File: config.mk
export PLATFORM = sky130hd
export DESIGN_NAME = alu_issue_unit
export DESIGN_NICKNAME = d
export VERILOG_FILES = /design/src/rtl/alu_pkg.sv /design/src/rtl/alu_issue_regfile.sv /design/src/rtl/alu_issue_unit.sv
export SDC_FILE = /design/constraint.sdc
export NUM_CORES = 1
export LEC_CHECK = 0
export ABC_AREA = 1
export CORE_UTILIZATION = 53
export DETAILED_ROUTE_END_ITERATION = 10
export PLACE_DENSITY = 0.85
export SLEW_MARGIN = 20
export SYNTH_ARGS = -nofsm -noshare
export SYNTH_HDL_FRONTEND = slang
export SYNTH_SLANG_ARGS = --single-unit
export TNS_END_PERCENT = 1
File: constraint.sdc
create_clock -name clk -period 4.57 [get_ports clk]
set_input_delay 0.914 -clock clk [delete_from_list [all_inputs] [get_ports clk]]
set_output_delay 0.914 -clock clk [all_outputs]
set_load 0.05 [all_outputs]
File: src/rtl/alu_pkg.sv
// ---------------------------------------------------------------------------
// alu_pkg
// Shared definitions for the ALU issue unit:
//   - instruction field positions inside the 13-bit instruction word
//   - opcode constants (ALU ops, LDI, illegal encodings)
//   - issue FSM state type
//   - is_alu_op() helper: true for the opcodes that go through the ALU
// ---------------------------------------------------------------------------
package alu_pkg;

    // Instruction word layout: [12:10] op, [9:8] rd, [7:6] ra, [5:4] rb, [3:0] imm
    localparam int OP_MSB  = 12;
    localparam int OP_LSB  = 10;
    localparam int RD_MSB  = 9;
    localparam int RD_LSB  = 8;
    localparam int RA_MSB  = 7;
    localparam int RA_LSB  = 6;
    localparam int RB_MSB  = 5;
    localparam int RB_LSB  = 4;
    localparam int IMM_MSB = 3;
    localparam int IMM_LSB = 0;

    localparam logic [2:0] OP_ADD   = 3'b000;
    localparam logic [2:0] OP_SUB   = 3'b001;
    localparam logic [2:0] OP_AND   = 3'b010;
    localparam logic [2:0] OP_OR    = 3'b011;
    localparam logic [2:0] OP_NOT   = 3'b100;
    localparam logic [2:0] OP_LDI   = 3'b101;
    localparam logic [2:0] OP_ILL0  = 3'b110;
    localparam logic [2:0] OP_ILL1  = 3'b111;

    // Opcode driven to the ALU while nothing has been issued yet.
    localparam logic [2:0] OP_RESET = 3'b111;

    typedef enum logic [1:0] {
        ST_IDLE = 2'd0,
        ST_EXEC = 2'd1,
        ST_WB   = 2'd2
    } state_t;

    function automatic logic is_alu_op(input logic [2:0] op);
        return (op <= OP_NOT);
    endfunction

endpackage

File: src/rtl/alu_issue_regfile.sv
// ---------------------------------------------------------------------------
// alu_issue_regfile
// 4-entry x 4-bit register file, one synchronous write port and three
// combinational read ports (operand A, operand B, debug).
//
// Parameters:
//   RESET_VAL  value loaded into every entry on rst
// Ports:
//   clk, rst             clock, synchronous active-high reset
//   we, waddr, wdata     write port (write lands on the rising edge)
//   raddr_a / rdata_a    operand A read
//   raddr_b / rdata_b    operand B read
//   raddr_d / rdata_d    debug read
// ---------------------------------------------------------------------------
module alu_issue_regfile #(
    parameter logic [3:0] RESET_VAL = 4'h0
) (
    input  logic       clk,
    input  logic       rst,
    input  logic       we,
    input  logic [1:0] waddr,
    input  logic [3:0] wdata,
    input  logic [1:0] raddr_a,
    output logic [3:0] rdata_a,
    input  logic [1:0] raddr_b,
    output logic [3:0] rdata_b,
    input  logic [1:0] raddr_d,
    output logic [3:0] rdata_d
);

    logic [3:0] regs [4];

    always_ff @(posedge clk) begin
        if (rst) begin
            for (int i = 0; i < 4; i++) begin
                regs[i] <= RESET_VAL;
            end
        end else if (we) begin
            regs[waddr] <= wdata;
        end
    end

    assign rdata_a = regs[raddr_a];
    assign rdata_b = regs[raddr_b];
    assign rdata_d = regs[raddr_d];

endmodule

File: src/rtl/alu_issue_unit.sv
// ---------------------------------------------------------------------------
// alu_issue_unit
// Accepts one 13-bit instruction at a time, reads its operands from a
// private 4x4 register file, drives an external combinational ALU, writes
// the result back and presents a response until the consumer takes it.
//
// Handshakes: a transfer happens on a rising edge where valid && ready.
// A producer holds valid and its payload until that edge; ready never
// depends combinationally on valid. resp_valid stays high with stable
// response fields until the edge where resp_ready is seen.
//
// Ports:
//   clk, rst                        clock, synchronous active-high reset
//   instr_valid/instr_ready/instr   instruction channel
//   alu_a, alu_b, alu_opcode        registered operands/opcode to the ALU
//   alu_result, alu_carry, alu_zero ALU outputs (combinational from above)
//   resp_valid/resp_ready           response channel
//   resp_data, resp_carry,
//   resp_zero, resp_err             response payload
//   dbg_addr / dbg_data             combinational register-file read
//   dbg_state                       current FSM state
//   sticky_carry, sticky_zero       only with ALU_ISSUE_STICKY_FLAGS_EN:
//                                   OR of all ALU-op flags since reset
// ---------------------------------------------------------------------------
module alu_issue_unit
    import alu_pkg::*;
#(
    parameter logic [3:0] RESET_VAL = 4'h0
) (
    input  logic        clk,
    input  logic        rst,
    input  logic        instr_valid,
    output logic        instr_ready,
    input  logic [12:0] instr,
    output logic [3:0]  alu_a,
    output logic [3:0]  alu_b,
    output logic [2:0]  alu_opcode,
    input  logic [3:0]  alu_result,
    input  logic        alu_carry,
    input  logic        alu_zero,
    output logic        resp_valid,
    input  logic        resp_ready,
    output logic [3:0]  resp_data,
    output logic        resp_carry,
    output logic        resp_zero,
    output logic        resp_err,
`ifdef ALU_ISSUE_STICKY_FLAGS_EN
    output logic        sticky_carry,
    output logic        sticky_zero,
`endif
    input  logic [1:0]  dbg_addr,
    output logic [3:0]  dbg_data,
    output state_t      dbg_state
);

    state_t     state_q, state_nxt;
    logic       accept;
    logic [2:0] op;
    logic [1:0] rd, ra, rb;
    logic [3:0] imm;
    logic [1:0] rd_q;
    logic [3:0] rdata_a, rdata_b;
    logic       rf_we;
    logic [1:0] rf_waddr;
    logic [3:0] rf_wdata;

    assign op  = instr[OP_MSB:OP_LSB];
    assign rd  = instr[RD_MSB:RD_LSB];
    assign ra  = instr[RA_MSB:RA_LSB];
    assign rb  = instr[RB_MSB:RB_LSB];
    assign imm = instr[IMM_MSB:IMM_LSB];

    assign accept    = instr_valid && instr_ready;
    assign dbg_state = state_q;

    // ---------------- FSM ----------------
    always_ff @(posedge clk) begin
        if (rst) state_q <= ST_IDLE;
        else     state_q <= state_nxt;
    end

    always_comb begin
        state_nxt   = state_q;
        instr_ready = 1'b0;
        resp_valid  = 1'b0;
        case (state_q)
            ST_IDLE: begin
                instr_ready = 1'b1;
                if (instr_valid) state_nxt = is_alu_op(op) ? ST_EXEC : ST_WB;
            end
            ST_EXEC: state_nxt = ST_WB;
            ST_WB: begin
                resp_valid = 1'b1;
                if (resp_ready) state_nxt = ST_IDLE;
            end
            default: state_nxt = ST_IDLE;
        endcase
    end

    // ---------------- register file ----------------
    // LDI writes at its accept edge; ALU ops write at the end of EXEC.
    // The two can never coincide because accept only happens in IDLE.
    // rst has priority inside the register file, so an instruction caught
    // by reset never writes.
    always_comb begin
        rf_we    = 1'b0;
        rf_waddr = rd;
        rf_wdata = imm;
        if (state_q == ST_EXEC) begin
            rf_we    = 1'b1;
            rf_waddr = rd_q;
            rf_wdata = alu_result;
        end else if (accept && op == OP_LDI) begin
            rf_we = 1'b1;
        end
    end

    alu_issue_regfile #(
        .RESET_VAL (RESET_VAL)
    ) u_regfile (
        .clk     (clk),
        .rst     (rst),
        .we      (rf_we),
        .waddr   (rf_waddr),
        .wdata   (rf_wdata),
        .raddr_a (ra),
        .rdata_a (rdata_a),
        .raddr_b (rb),
        .rdata_b (rdata_b),
        .raddr_d (dbg_addr),
        .rdata_d (dbg_data)
    );

    // ---------------- datapath ----------------
    // Operands are captured at accept, so rd==ra/rb sees pre-write values.
    // ALU operand registers only move on an ALU-op accept and otherwise hold.
    always_ff @(posedge clk) begin
        if (rst) begin
            alu_a      <= 4'h0;
            alu_b      <= 4'h0;
            alu_opcode <= OP_RESET;
            rd_q       <= 2'd0;
            resp_data  <= 4'h0;
            resp_carry <= 1'b0;
            resp_zero  <= 1'b0;
            resp_err   <= 1'b0;
        end else begin
            if (accept) begin
                if (is_alu_op(op)) begin
                    alu_a      <= rdata_a;
                    alu_b      <= rdata_b;
                    alu_opcode <= op;
                    rd_q       <= rd;
                end else if (op == OP_LDI) begin
                    resp_data  <= imm;
                    resp_carry <= 1'b0;
                    resp_zero  <= (imm == 4'h0);
                    resp_err   <= 1'b0;
                end else begin
                    resp_data  <= 4'h0;
                    resp_carry <= 1'b0;
                    resp_zero  <= 1'b0;
                    resp_err   <= 1'b1;
                end
            end
            if (state_q == ST_EXEC) begin
                resp_data  <= alu_result;
                resp_carry <= alu_carry;
                resp_zero  <= alu_zero;
                resp_err   <= 1'b0;
            end
        end
    end

`ifdef ALU_ISSUE_STICKY_FLAGS_EN
    // Accumulates flags of every ALU-op write; only rst clears them.
    always_ff @(posedge clk) begin
        if (rst) begin
            sticky_carry <= 1'b0;
            sticky_zero  <= 1'b0;
        end else if (state_q == ST_EXEC) begin
            sticky_carry <= sticky_carry | alu_carry;
            sticky_zero  <= sticky_zero  | alu_zero;
        end
    end
`endif

endmodule
==> metrics.md <==
| Metric | Value |
|---|---|
| Status | finished, final reports clean |
| First-pass GRT wire length | 7.39 mm |
| Total gr overflow | 0 |
| Finished Cell Area | 2620 sq um |
| Cts hold-fix bufs | 0 |
| Mapped Area | 2070 sq um |
| Final setup TNS | 0 ps |
| Crit Path Max Fanout | 12 |
| CORE AREA | 3690 sq um |
| Antenna Nets Post-Route | 0 |
| Standard-cell rows | 22 |
| CTS tree | done |
| Net Switching | 266 uW |
| Post-DP HPWL | 3.29 mm |
| Synth unique cells | 24 |
| Worst slack, placed | 830 ps |
| Layout Skew | 8.25 ps |
| Root Driver | clkbuf_8 |
| Clock sink total | 38 |
| Clock share of power | 0.275 |
| Cell accounting for the most synthesized area | edfxtp_1 |
| Share of cells above drive strength 1 | 0.0889 |
| Worst Path Required | 3660 ps |
| CP arrival | 2840 ps |
| Placed inst area | 2530 sq um |
| Top Ports | 51 |
| Buffers from clock root to sink, at most | 2 |
| Synth warnings | 0 |
| Antenna cells | 0 |
| RePlAce Congestion | 0.904 |
| Filler Cell Count | 313 |
| Slowest cell on the critical path | clkdlybuf4s50_1 |
| Crit-path max cell delay | 820 ps |
| Mapped Avg Cell Area | 7.63 sq um |
| H-tree levels | 2 |
| Fin crit share | 0.822 |
| FF+latch area | 921 sq um |
| Area Overhead vs Synth | 26.8% |
| Largest net degree at the start of global routing | 27 |
| Sw frac | 0.316 |
| Power Density | 320 nW/um^2 |
| Critical-path cell list | clkdlybuf4s50_1 > inv_1 > o21ai_0 > a21oi_1 > a21oi_1 > clkdlybuf4s50_1 |
| Routed WL | 4.43 mm |
| Sequential area share after synthesis | 0.446 |
| Post-Syn Instances | 271 |
| Final Setup Violations | 0 |
| Worst setup margin | 812 ps |
| Worst slew pin tran | 506 ps |
| Chip Height | 64.5 microns |
| Number of global-route vias before repair | 1705 |
| Gr usage total | 0.232 |
| Die ar. | 4150 sq um |
| Synth top area share | 0.232 |
| Post-layout net count | 339 |
| Register share of total power | 0.463 |
| Critical Setup Path Class | in2out |
| FF+latch count, synth | 38 |
| CTS resizes | 0 |
| Via density | 5.28 |
| Maximum vdd drop | 0.000207 V |
| Area contributors post-synth | edfxtp_1 23%, dfxtp_1 21%, nand2_1 8.7% |
| Via count | 1915 |
| Critical path startpoint category | primary input |
| Die W | 64.5 microns |
| TritonCTS buffer count | 5 |
| Relative slew slack | 0.662 |
| F_max | 266 MHz |
| Pwr Total | 840 uW |
| Residual DRC | 0 |
| Area occupied by multi-input gates | 943 sq um |
| RSZ-0062 raised after global routing | no |
| Min-Delay Path Class | reg2reg |
| Min Tclk post-route | 3760 ps |
| Final Slew Violations | 0 |
| Post-Syn Nets | 296 |
| Clk slew on worst S/H paths | 60 ps |
| DR pass1 iterations | 5 |
| Setup crit end kind | output port |
| Initial antenna violation count | 0 |
| Comb pwr share | 0.262 |
| Drt wl/cell | 12.2 microns |
| Pint | 574 uW |
| PortBufs | 50 |
| Pleak | 1.13 nW |
| Final hold vios | 0 |
| Finished Core Util | 0.710 |
| Initial Util | 0.560 |
| Clk Latency, worst-skew pair | 290 ps |
| Max-cap viol count | 0 |
| Postcts setup bufs | 0 |
| Initial DRC Count | 141 |
[per-layer routing]
layer	up-vias	GRT usage	routed length, microns
met3	5	0.0581	281
met2	63	0.397	2170
met5	-	0	0
met4	0	0.0667	51
met1	864	0.287	1930
li1	983	-	-
[cell usage in the layout, fill, tap and decap left out]
| cell | count |
|---|---|
| clkbuf_1 | 2 |
| clkdlybuf4s50_1 | 50 |
| nand2_1 | 48 |
| nand2_4 | 1 |
| o21ai_0 | 21 |
| edfxtp_1 | 16 |
| inv_2 | 4 |
| nor2_1 | 38 |
| nand3_1 | 22 |
| nand2_2 | 12 |
| nand4_4 | 2 |
| dfxtp_1 | 22 |
| nor3_1 | 2 |
| nor2_4 | 1 |
| nor2_2 | 1 |
| o211ai_2 | 1 |
| a31oi_1 | 1 |
| nand3b_1 | 2 |
| o211ai_1 | 8 |
| o21ai_1 | 4 |
| a21oi_1 | 27 |
| inv_1 | 24 |
| clkbuf_8 | 6 |
[synthesized netlist by cell type]
cell type and n:
a21oi_1 27, a31oi_1 1, buf_2 7, buf_4 1
buf_6 4, clkbuf_2 2, dfxtp_1 22, edfxtp_1 16
inv_1 24, inv_2 4, nand2_1 48, nand2_2 12
nand2_4 1, nand3_1 22, nand3b_1 2, nand4_4 2
nor2_1 38, nor2_2 1, nor2_4 1, nor3_1 2
o211ai_1 8, o211ai_2 1, o21ai_0 21, o21ai_1 4
[worst paths after layout]
path | from | slack (ps) | depth (start not counted) | endpoint
min reg2reg | alu_opcode[0] | 460 | 2 | alu_opcode[0]
max | dbg_addr[0] | 810 | 6 | dbg_data[0]
max reg2reg | dbg_state[0] | 2710 | 6 | u_regfile.regs[2][1]
min | alu_opcode[0] | 460 | 2 | alu_opcode[0]
[worst max-delay path, delay by kind of cell]
kind	cells	cell delay (ps)
buf+inv	3	1530
compound gates	3	390
[registers in the layout, summed over array words and instances, names as in the netlist]
name	cells
alu_a	4
resp_carry	1
resp_err	1
resp_data	4
alu_b	4
u_regfile.regs	16
alu_opcode	3
resp_zero	1
rd_q	2
dbg_state	2
[logic make-up (layout without fill, tap and decap cells)]
family                 count (synthesis)  after routing  share of synthesized area
DFF                                   38             38                      0.446
and+or+nand+nor                      129            129                      0.292
AOI/OAI and AO/OA                     62             62                      0.164
buffers and inverters                 42             86                     0.0981
[power groups by stage]
stage | Clock (mW) | Sequential [mW] | Combinational, mW
final | 0.231 | 0.389 | 0.220
after global routing | 0.254 | 0.391 | 0.237
after CTS | 0.237 | 0.389 | 0.221
after detailed placement | 0 | 0.396 | 0.220
after global placement | 0 | 0.396 | 0.217
after floorplan | 0 | 0.435 | 0.112
[layout make-up]
| type | count | area share |
|---|---|---|
| flip-flops and latches | 38 | 0.351 |
| repair buffers | 50 | 0.191 |
| clock buffers | 8 | 0.0344 |
| well taps | 48 | 0.0229 |
| multi-input cells | 191 | 0.360 |
| inverters | 28 | 0.0401 |
[stage by stage]
step                      hold slack [ps]  cells
after floorplan                       494    271
after global placement                442    355
after detailed placement              449    355
after CTS                             465    363
after global routing                  494    363
final                                 460    363
No activity file was read; power rests on OpenSTA's default activity.
